## src/rtl/mem_port_arbiter.sv

```systemverilog
// mem_port_arbiter: shares one fixed-latency single-port memory between the
// instruction-fetch port and the load/store data port of the multi-cycle core.
// One access runs at a time (IDLE -> ACCESS -> DONE). Ties go round-robin.
// Each access ends with a one-cycle done pulse on the port that was granted.

module mem_port_arbiter #(
   parameter int ADDR_W  = 32,
   parameter int DATA_W  = 32,
   parameter int MEM_LAT = 2
) (
   input  logic              clk,
   input  logic              reset,
   input  logic              if_req,
   input  logic [ADDR_W-1:0] if_addr,
   output logic [DATA_W-1:0] if_rdata,
   output logic              if_done,
   input  logic              d_req,
   input  logic              d_we,
   input  logic [ADDR_W-1:0] d_addr,
   input  logic [DATA_W-1:0] d_wdata,
   output logic [DATA_W-1:0] d_rdata,
   output logic              d_done,
   output logic [ADDR_W-1:0] mem_addr,
   output logic [DATA_W-1:0] mem_wdata,
   output logic              mem_read,
   output logic              mem_write,
   input  logic [DATA_W-1:0] mem_rdata,
   output logic              busy
);

   typedef enum logic [1:0] {
      IDLE   = 2'd0,
      ACCESS = 2'd1,
      DONE   = 2'd2
   } state_t;

   localparam logic       PORT_FETCH = 1'b0;
   localparam logic       PORT_DATA  = 1'b1;
   // The counter runs MEM_LAT-1 down to 0, so the capture cycle is the one with cnt==0.
   localparam logic [3:0] CNT_LOAD   = 4'(MEM_LAT - 1);

   state_t      state;
   state_t      state_next;
   logic        gnt_port;
   logic        gnt_we;
   logic        last_gnt;
   logic [3:0]  cnt;
   logic        any_req;
   logic        winner;

   // Pick the port to serve: a lone request wins outright, a tie goes to the port not served last.
   always_comb begin
      any_req = if_req | d_req;
      winner  = PORT_FETCH;
      if (if_req && d_req) begin
         winner = ~last_gnt;
      end else if (d_req) begin
         winner = PORT_DATA;
      end
   end

   // State register; reset drops any in-flight access so no done pulse follows it.
   always_ff @(posedge clk or negedge reset) begin
      if (!reset) begin
         state <= IDLE;
      end else begin
         state <= state_next;
      end
   end

   // Next state plus the strobes and done pulses, all decoded from the state so reset clears them at once.
   always_comb begin
      state_next = state;
      mem_read   = 1'b0;
      mem_write  = 1'b0;
      if_done    = 1'b0;
      d_done     = 1'b0;
      busy       = (state != IDLE);
      case (state)
         IDLE: begin
            if (any_req) begin
               state_next = ACCESS;
            end
         end
         ACCESS: begin
            mem_read  = ~gnt_we;
            mem_write = gnt_we && (cnt == CNT_LOAD);
            if (cnt == 4'd0) begin
               state_next = DONE;
            end
         end
         DONE: begin
            if_done    = (gnt_port == PORT_FETCH);
            d_done     = (gnt_port == PORT_DATA);
            state_next = IDLE;
         end
         default: begin
            state_next = IDLE;
         end
      endcase
   end

   // Grant bookkeeping, latched command, latency counter and the per-port read data registers.
   always_ff @(posedge clk or negedge reset) begin
      if (!reset) begin
         gnt_port  <= PORT_FETCH;
         gnt_we    <= 1'b0;
         last_gnt  <= PORT_DATA;
         cnt       <= 4'd0;
         mem_addr  <= '0;
         mem_wdata <= '0;
         if_rdata  <= '0;
         d_rdata   <= '0;
      end else begin
         case (state)
            IDLE: begin
               if (any_req) begin
                  gnt_port  <= winner;
                  last_gnt  <= winner;
                  gnt_we    <= (winner == PORT_DATA) && d_we;
                  mem_addr  <= (winner == PORT_DATA) ? d_addr : if_addr;
                  mem_wdata <= (winner == PORT_DATA) ? d_wdata : '0;
                  cnt       <= CNT_LOAD;
               end
            end
            ACCESS: begin
               if (cnt != 4'd0) begin
                  cnt <= cnt - 4'd1;
               end else if (!gnt_we) begin
                  if (gnt_port == PORT_DATA) begin
                     d_rdata <= mem_rdata;
                  end else begin
                     if_rdata <= mem_rdata;
                  end
               end
            end
            default: begin
            end
         endcase
      end
   end

endmodule

```

## config.mk

```make
export PLATFORM = sky130hd
export DESIGN_NAME = mem_port_arbiter
export DESIGN_NICKNAME = d
export VERILOG_FILES = /design/src/rtl/mem_port_arbiter.sv
export SDC_FILE = /design/constraint.sdc
export NUM_CORES = 1
export LEC_CHECK = 0
export ABC_AREA = 1
export CAP_MARGIN = 25
export CORE_AREA = 2 2 104 106
export DETAILED_ROUTE_END_ITERATION = 10
export DIE_AREA = 0 0 106 108
export DONT_BUFFER_PORTS = 1
export PLACE_DENSITY = 0.66
export SLEW_MARGIN = 20
export SYNTH_ARGS = -nofsm -noshare
export SYNTH_HDL_FRONTEND = slang
export SYNTH_SLANG_ARGS = --single-unit
```

## constraint.sdc

```tcl
create_clock -name clk -period 1.8 [get_ports clk]
set_input_delay 0.27 -clock clk [delete_from_list [all_inputs] [get_ports clk]]
set_output_delay 0.27 -clock clk [all_outputs]
set_load 0.03 [all_outputs]
```

# Yosys cells after proc, flatten, opt, wreduce, memory -nomap -nowiden
# Index checks and enable logic that the tools add are counted.
# classes
muxes,14
eq_ne,6
n_addsub,1
n_reduce_logical,13
bitwise_logic,5
# ops
cell,n
$mux W32,2
$mux W4,2
$pmux W4 S2,1
$reduce_and A4 Y1,2
$mux W1,6
$ne A2 B2 Y1 const B,3
$eq A4 B1 Y1 const B,1
$logic_not A4 Y1,1
$mux W2,2
$not A1 Y1,4
$pmux W2 S2,1
$reduce_and A2 Y1,2
$reduce_bool A2 Y1,2
$reduce_bool A4 Y1,1
$sub A4 B1 Y4 const B,1
$logic_and A1 B1 Y1,3
$reduce_and A3 Y1,1
$eq A2 B1 Y1 const B,1
$eq A2 B2 Y1 const B,1
$logic_not A2 Y1,1
$or A1 B1 Y1,1
# word_totals
in_bits,133
elab_cells,48
ff_bits,137

# Logic depth before layout (Yosys ltp)
# Gate-level depths: netlist of the first run.
# logic_depth
depth_word,3
mapped_depth,9
ltp_nobuf,8

# Worst setup path before layout of the first run
# No wires, ideal clock.
# synth_timing
path_kind,reg2out
startpoint,register gnt_port
endpoint,output d_done
t_arrival_ns,1.175
setup_slack_ns,0.355
stages_incl_launch_ff,3
n_path_buf,0
path_cell_list,dfrtp_1 -> inv_2 -> nor3_1
# synth_between
elab_chain_len,1
# synth_lines
item,line_no,source
"start, declared",44,logic gnt_port;
"start signal, assigned",118,gnt_port <= winner;
$mux W1,79,case (state)
"end, declared",22,"output logic d_done,"
# Every way passes these cells.

# Worst setup path after layout of the first run
# layout_timing
startpoint,register cnt[2]
endpoint,output mem_write
# layout_between
elab_chain_len,3
# layout_lines
item,line_no,source
"start, declared",47,logic [3:0] cnt;
"start signal, assigned",128,cnt <= cnt - 4'd1;
$eq A4 B1 Y1,87,mem_write = gnt_we && (cnt == CNT_LOAD);
$logic_and A1 B1 Y1,87,
$mux W1,79,
"end, declared",26,"output logic mem_write,"
# Every way passes these cells.

==> results of run 1 <==
## cells by family after synthesis
group	after synthesis	share of synthesized area, %
AND/OR/NAND/NOR	354	24.6
flip-flops	137	60.9
adder cells (fa/ha/maj)	3	0.666
XOR/XNOR	1	0.155
buffers and inverters	46	4.51
AO/OA/AOI/OAI	103	9.21
## worst paths after layout
kind / from / endpoint / slack [ps] / depth (start not counted)
max: cnt[2] / mem_write / 50 / 4
min: reset / if_rdata[26] / -550 / 0
max reg2reg: last_gnt / mem_addr[8] / 160 / 6
min reg2reg: last_gnt / last_gnt / 490 / 2
max in group asynchronous: reset / last_gnt / 2100 / 0
min in group clk: if_addr[25] / mem_addr[25] / 10 / 2
## power by group
part / leakage, nW / internal, W / switching (W)
registers: 1.69 / 0.00460 / 0.00418
clock network: 0.304 / 0.00236 / 0.00127
logic: 1.67 / 0.00140 / 0.00237
## critical path, stage by stage, from the launching register on
cell,delay (ps)
dfrtp_1,420
nor2_2,190
nand3_2,90
nor2_2,130
buf_6,140
## per-layer routing
metal | part of all wire [%] | wire length [um] | up-vias | global-route usage (%)
met5 | 0 | 0 | - | 0
met4 | 3.3 | 546 | 0 | 13.4
met3 | 8.6 | 1400 | 52 | 9.10
met2 | 51 | 8350 | 309 | 50.3
met1 | 37 | 6000 | 2378 | 33.1
li1 | - | - | 2284 | -
## stage by stage
step	cells	setup WS [ps]
2_1_floorplan	644	355
3_3_place_gp	755	206
3_5_place_dp	755	164
4_1_cts	915	0.949
5_1_grt	917	-48.4
6_report	917	51.9
## cell type report
| class | count | area [sq um] | share of cell area, % |
|---|---|---|---|
| repair buffers | 140 | 1430 | 18.6 |
| inverters | 11 | 47.5 | 0.619 |
| multi-input cells | 461 | 1980 | 25.8 |
| clock buffers | 21 | 459 | 5.97 |
| well taps | 136 | 170 | 2.21 |
| flip-flops and latches | 137 | 3430 | 44.6 |
| clock inverters | 11 | 168 | 2.18 |
## registers in the layout, summed over array words and instances (netlist names)
register and cells:
gnt_port 1, last_gnt 1, if_rdata 32, cnt 4
state 2, d_rdata 32, mem_addr 32, mem_wdata 32
gnt_we 1
## placed cells by master, fill, tap and decap left out, types with 4 or more instances in the layout
cell	count
nand2_2	4
clkbuf_8	4
dlygate4sd3_1	127
o21ai_0	76
clkbuf_16	16
clkinv_2	5
buf_12	4
nor2_1	39
inv_1	6
nand2_1	298
bufinv_16	4
dfrtp_1	135
o21ai_1	26
buf_4	7
## what timing repair did
action                     CTS  global route
hold endpoints to repair   266           137
gates resized for setup      3             8
pin swaps                    1             2
setup buffers                1             2
setup endpoints to repair    2             9
==> impl_metrics.yaml, run 1 <==
clocking:
  h-tree-depth: 4
  clkSinkCount: 137
  cts_buffers: 17
  clk_latency_ps: 520
  clockBufferDepth: 2
  tritoncts: "yes"
  hold_buffers: 127
  cts_root_buf: "clkbuf_8"
  path_clk_slew_ps: 60
floorplanning:
  io_pins: 266
  floorplan.initialDensity_pct: 55.1
  die_height_um: 108
  fp.dieW_um: 106
  core_area_sq_mm: 0.0102
  rows: 37
  design.die.area_sq_mm: 0.0114
setup_path:
  cp-end-kind: "output pin"
  critical_path.startpoint_type: "register"
  cp.required_ps: 1530
  worst-setup-path-type: "register to output pin"
  worstPathMaxFanout: 3
  crit_arrival_ps: 1480
run_status:
  status: "complete, but fails checks"
  violations: "negative hold slack"
cells_and_area:
  area_growth_pct: 36.4
  fin_area_sq_mm: 0.00769
  antenna_cells: 0
  nets: 904
  drive_gt1_share_pct: 8.19
  finalCoreUtilization_pct: 75.1
  fillers: 644
placement:
  gp_congestion: 0.836
  dp_hpwl_um: 9440
  io_buffer_count: 0
  placed_area_sq_mm: 0.00573
sta:
  max_freq_mhz: 572
  final_hold_viol_count: 137
  tns_ps: 0
  worstMarginPinSlew_ps: 543
  rsz0062_at_grt: "yes"
  finalCritPeriodShare_pct: 97.1
  finalMaxSlewViolations: 0
  finalCriticalPeriod_ps: 1750
  holdWs_ps: -552
  setup_viol: 0
  slew_headroom_pct: 63.8
  clock_skew_ps: 8.82
route:
  drtIter0Drc: 447
  wl_per_cell_um: 17.8
  viasPerCell: 5.48
  drt_first_pass_iters: 5
  drc_errors: 0
  antenna_left: 0
  drt_wl_total_um: 16300
  via_count: 5023
min_path:
  hp-class: "primary input to async pin"
pwr:
  worst_ir_drop_vdd_v: 0.00123
  p_leak_nw: 3.66
  powerDensity_mw_per_mm2: 2100
  power.total_w: 0.0162
grt:
  grt_usage_pct: 29.0
  grt_pass1_vias: 5124
  grt-ovfl-total: 0
  grt_pass1_wl_um: 25700
  antenna_found_initial: 0
  grt_max_degree: 138
yosys:
  syn_avg_cell_area_sq_um: 8.75
  ys.flop_type: "dfrtp_1"
  yosys.area.top_type: "dfrtp_1"
  yosysTopAreaCellShare_pct: 60.4
  synth_common_cells: "nand2_1, dfrtp_1, o21ai_0, nor2_1, o21ai_1"
  async_flop_share_pct: 100
  yosysSeqAreaShare_pct: 60.9
  yosysMostFrequentCell: "nand2_1"
  synth_edf_count: 0
  synth_area_leaders: "dfrtp_1, nand2_1, o21ai_0"
  synth_nets: 780
  syn_inst: 644
  syn_area_sq_mm: 0.00564
  ys_types: 23
  yosysWarnings: 0
  ys_ff_latch: 137
run:
  drv_cap: 0
Power figures use the tool's default switching activity.
==> inputs of run 2 (changes only) <==
CORE_AREA = 2 2 103 105   (was 2 2 104 106)
DIE_AREA = 0 0 105 107   (was 0 0 106 108)
PLACE_DENSITY = 0.67   (was 0.66)
==> impl_metrics.yaml, run 2 (same netlist as run 1, synthesis figures left out) <==
route:
  drc_errors: 0
  via_count: 4979
  drt_wl_total_um: 16600
  viasPerCell: 5.41
  antenna_left: 0
  wl_per_cell_um: 18.1
  drtIter0Drc: 370
  drt_first_pass_iters: 5
setup_path:
  cp.required_ps: 1530
  startpoint: "cnt[1]"
  reg2reg_depth: 8
  r2r_slack_ps: 110
  path_depth: 5
  slowest_delay_ps: 370
  worst-setup-path-type: "register to output pin"
  critical_path.startpoint_type: "register"
  crit_family: "flip-flops"
  r2r_start: "cnt[0]"
  regToRegEndpoint: "d_rdata[22]"
  cp-end-kind: "output pin"
  cp_cell_sequence: "inv_2, ha_4, nand3_2, nor2_1, buf_4"
  worstPathMaxFanout: 5
  cp_slowest_cell: "dfrtp_1"
  timing.critical_path.to: "mem_write"
  cp_num_buf_inv: 2
  crit_arrival_ps: 1490
clocking:
  h-tree-depth: 4
  tritoncts: "yes"
  clk_latency_ps: 520
  hold_buffers: 130
  path_clk_slew_ps: 60
  clockBufferDepth: 2
  cts_buffers: 17
  clkSinkCount: 137
  cts_root_buf: "clkbuf_8"
sta:
  finalCritPeriodShare_pct: 97.7
  finalMaxSlewViolations: 0
  slew_headroom_pct: 67.1
  finalCriticalPeriod_ps: 1760
  worstMarginPinSlew_ps: 493
  setup_viol: 0
  rsz0062_at_grt: "yes"
  holdWs_ps: -559
  tns_ps: 0
  max_freq_mhz: 568
  clock_skew_ps: 10.4
  final_hold_viol_count: 137
floorplanning:
  rows: 37
  fp.dieW_um: 105
  die_height_um: 107
  floorplan.initialDensity_pct: 55.8
  design.die.area_sq_mm: 0.0112
  io_pins: 266
  core_area_sq_mm: 0.0101
pwr:
  worst_ir_drop_vdd_v: 0.00119
  powerDensity_mw_per_mm2: 2080
  power.total_w: 0.0159
  power_frac_comb_pct: 23.7
  p_leak_nw: 3.65
  swShare_pct: 49.3
  sequentialPowerShare_pct: 55.1
  cellInternalPower_w: 0.00806
  p_sw_w: 0.00784
  clockPowerShare_pct: 21.2
cells_and_area:
  nets: 908
  layout_commonest_cell: "nand2_1"
  area_growth_pct: 35.9
  antenna_cells: 0
  drive_gt1_share_pct: 7.91
  layout.cells.non_filler: 920
  mostFrequentLayoutCells: "nand2_1, dfrtp_1, dlygate4sd3_1"
grt:
  grt-ovfl-total: 0
  grt_pass1_wl_um: 26200
  grt_usage_pct: 30.2
  grt_pass1_vias: 5155
  grt_max_degree: 138
  antenna_found_initial: 0
placement:
  io_buffer_count: 0
  gp_congestion: 0.781
  dp_hpwl_um: 9300
  dp_cells: 756
run_status:
  status: "complete, but fails checks"
  violations: "negative hold slack"
min_path:
  hp-class: "primary input to async pin"
run:
  drv_cap: 0
run 2: cell type report:
class,instances,area (sq um)
Sequential cell,137,3430
Fill cell,649,2430
Multi-Input combinational cell,461,1990
Timing Repair Buffer,144,1440
Clock buffer,21,459
Tap cell,136,170
Clock inverter,10,119
Inverter,11,48.8
run 2: power groups by stage:
stage	clock network [W]	registers, W	logic (W)
finish	0.00337	0.00876	0.00377
detailed placement	0	0.00875	0.00327
global placement	0	0.00874	0.00308
floorplan	0	0.00832	0.00272
CTS	0.00341	0.00872	0.00356
global route	0.00358	0.00891	0.00429
run 2: what timing repair did:
action | in CTS | in global routing
buffers inserted | 0 | 3
resized for setup | 3 | 6
pin swaps | 0 | 4
hold endpoints to repair | 267 | 137
endpoints found under the setup margin | 2 | 8
run 2: worst min path at each step:
stage | cells past startpoint | slack (ps) | start | endpoint
final | 0 | -560 | reset | if_rdata[23]
after global routing | 0 | -590 | reset | d_rdata[22]
after CTS | 0 | -580 | reset | if_rdata[23]
after detailed placement | 0 | -20 | reset | if_rdata[23]
after global placement | 0 | -20 | reset | if_rdata[24]
after floorplan | 0 | -30 | reset | cnt[0]
run 2: stage by stage:
step | instance area (sq um) | hold WS, ps | util, % | worst slack, ps
finish | 7660 | -559 | 75.9 | 40.9
global route | 7660 | -591 | 75.9 | -30.9
CTS | 7610 | -579 | 75.4 | -19.9
detailed placement | 5720 | -22.6 | 56.7 | 208
global placement | 5720 | -22.8 | 56.7 | 280
floorplan | 5640 | -25.6 | - | 355
run 2: per-layer routing:
metal / GRT usage, % / share of wire (%) / up-vias
li1: - / - / 2283
met1: 34.2 / 37 / 2379
met2: 51.5 / 52 / 273
met3: 10.7 / 8.9 / 44
met4: 13.9 / 2.9 / 0
met5: 0 / 0 / -
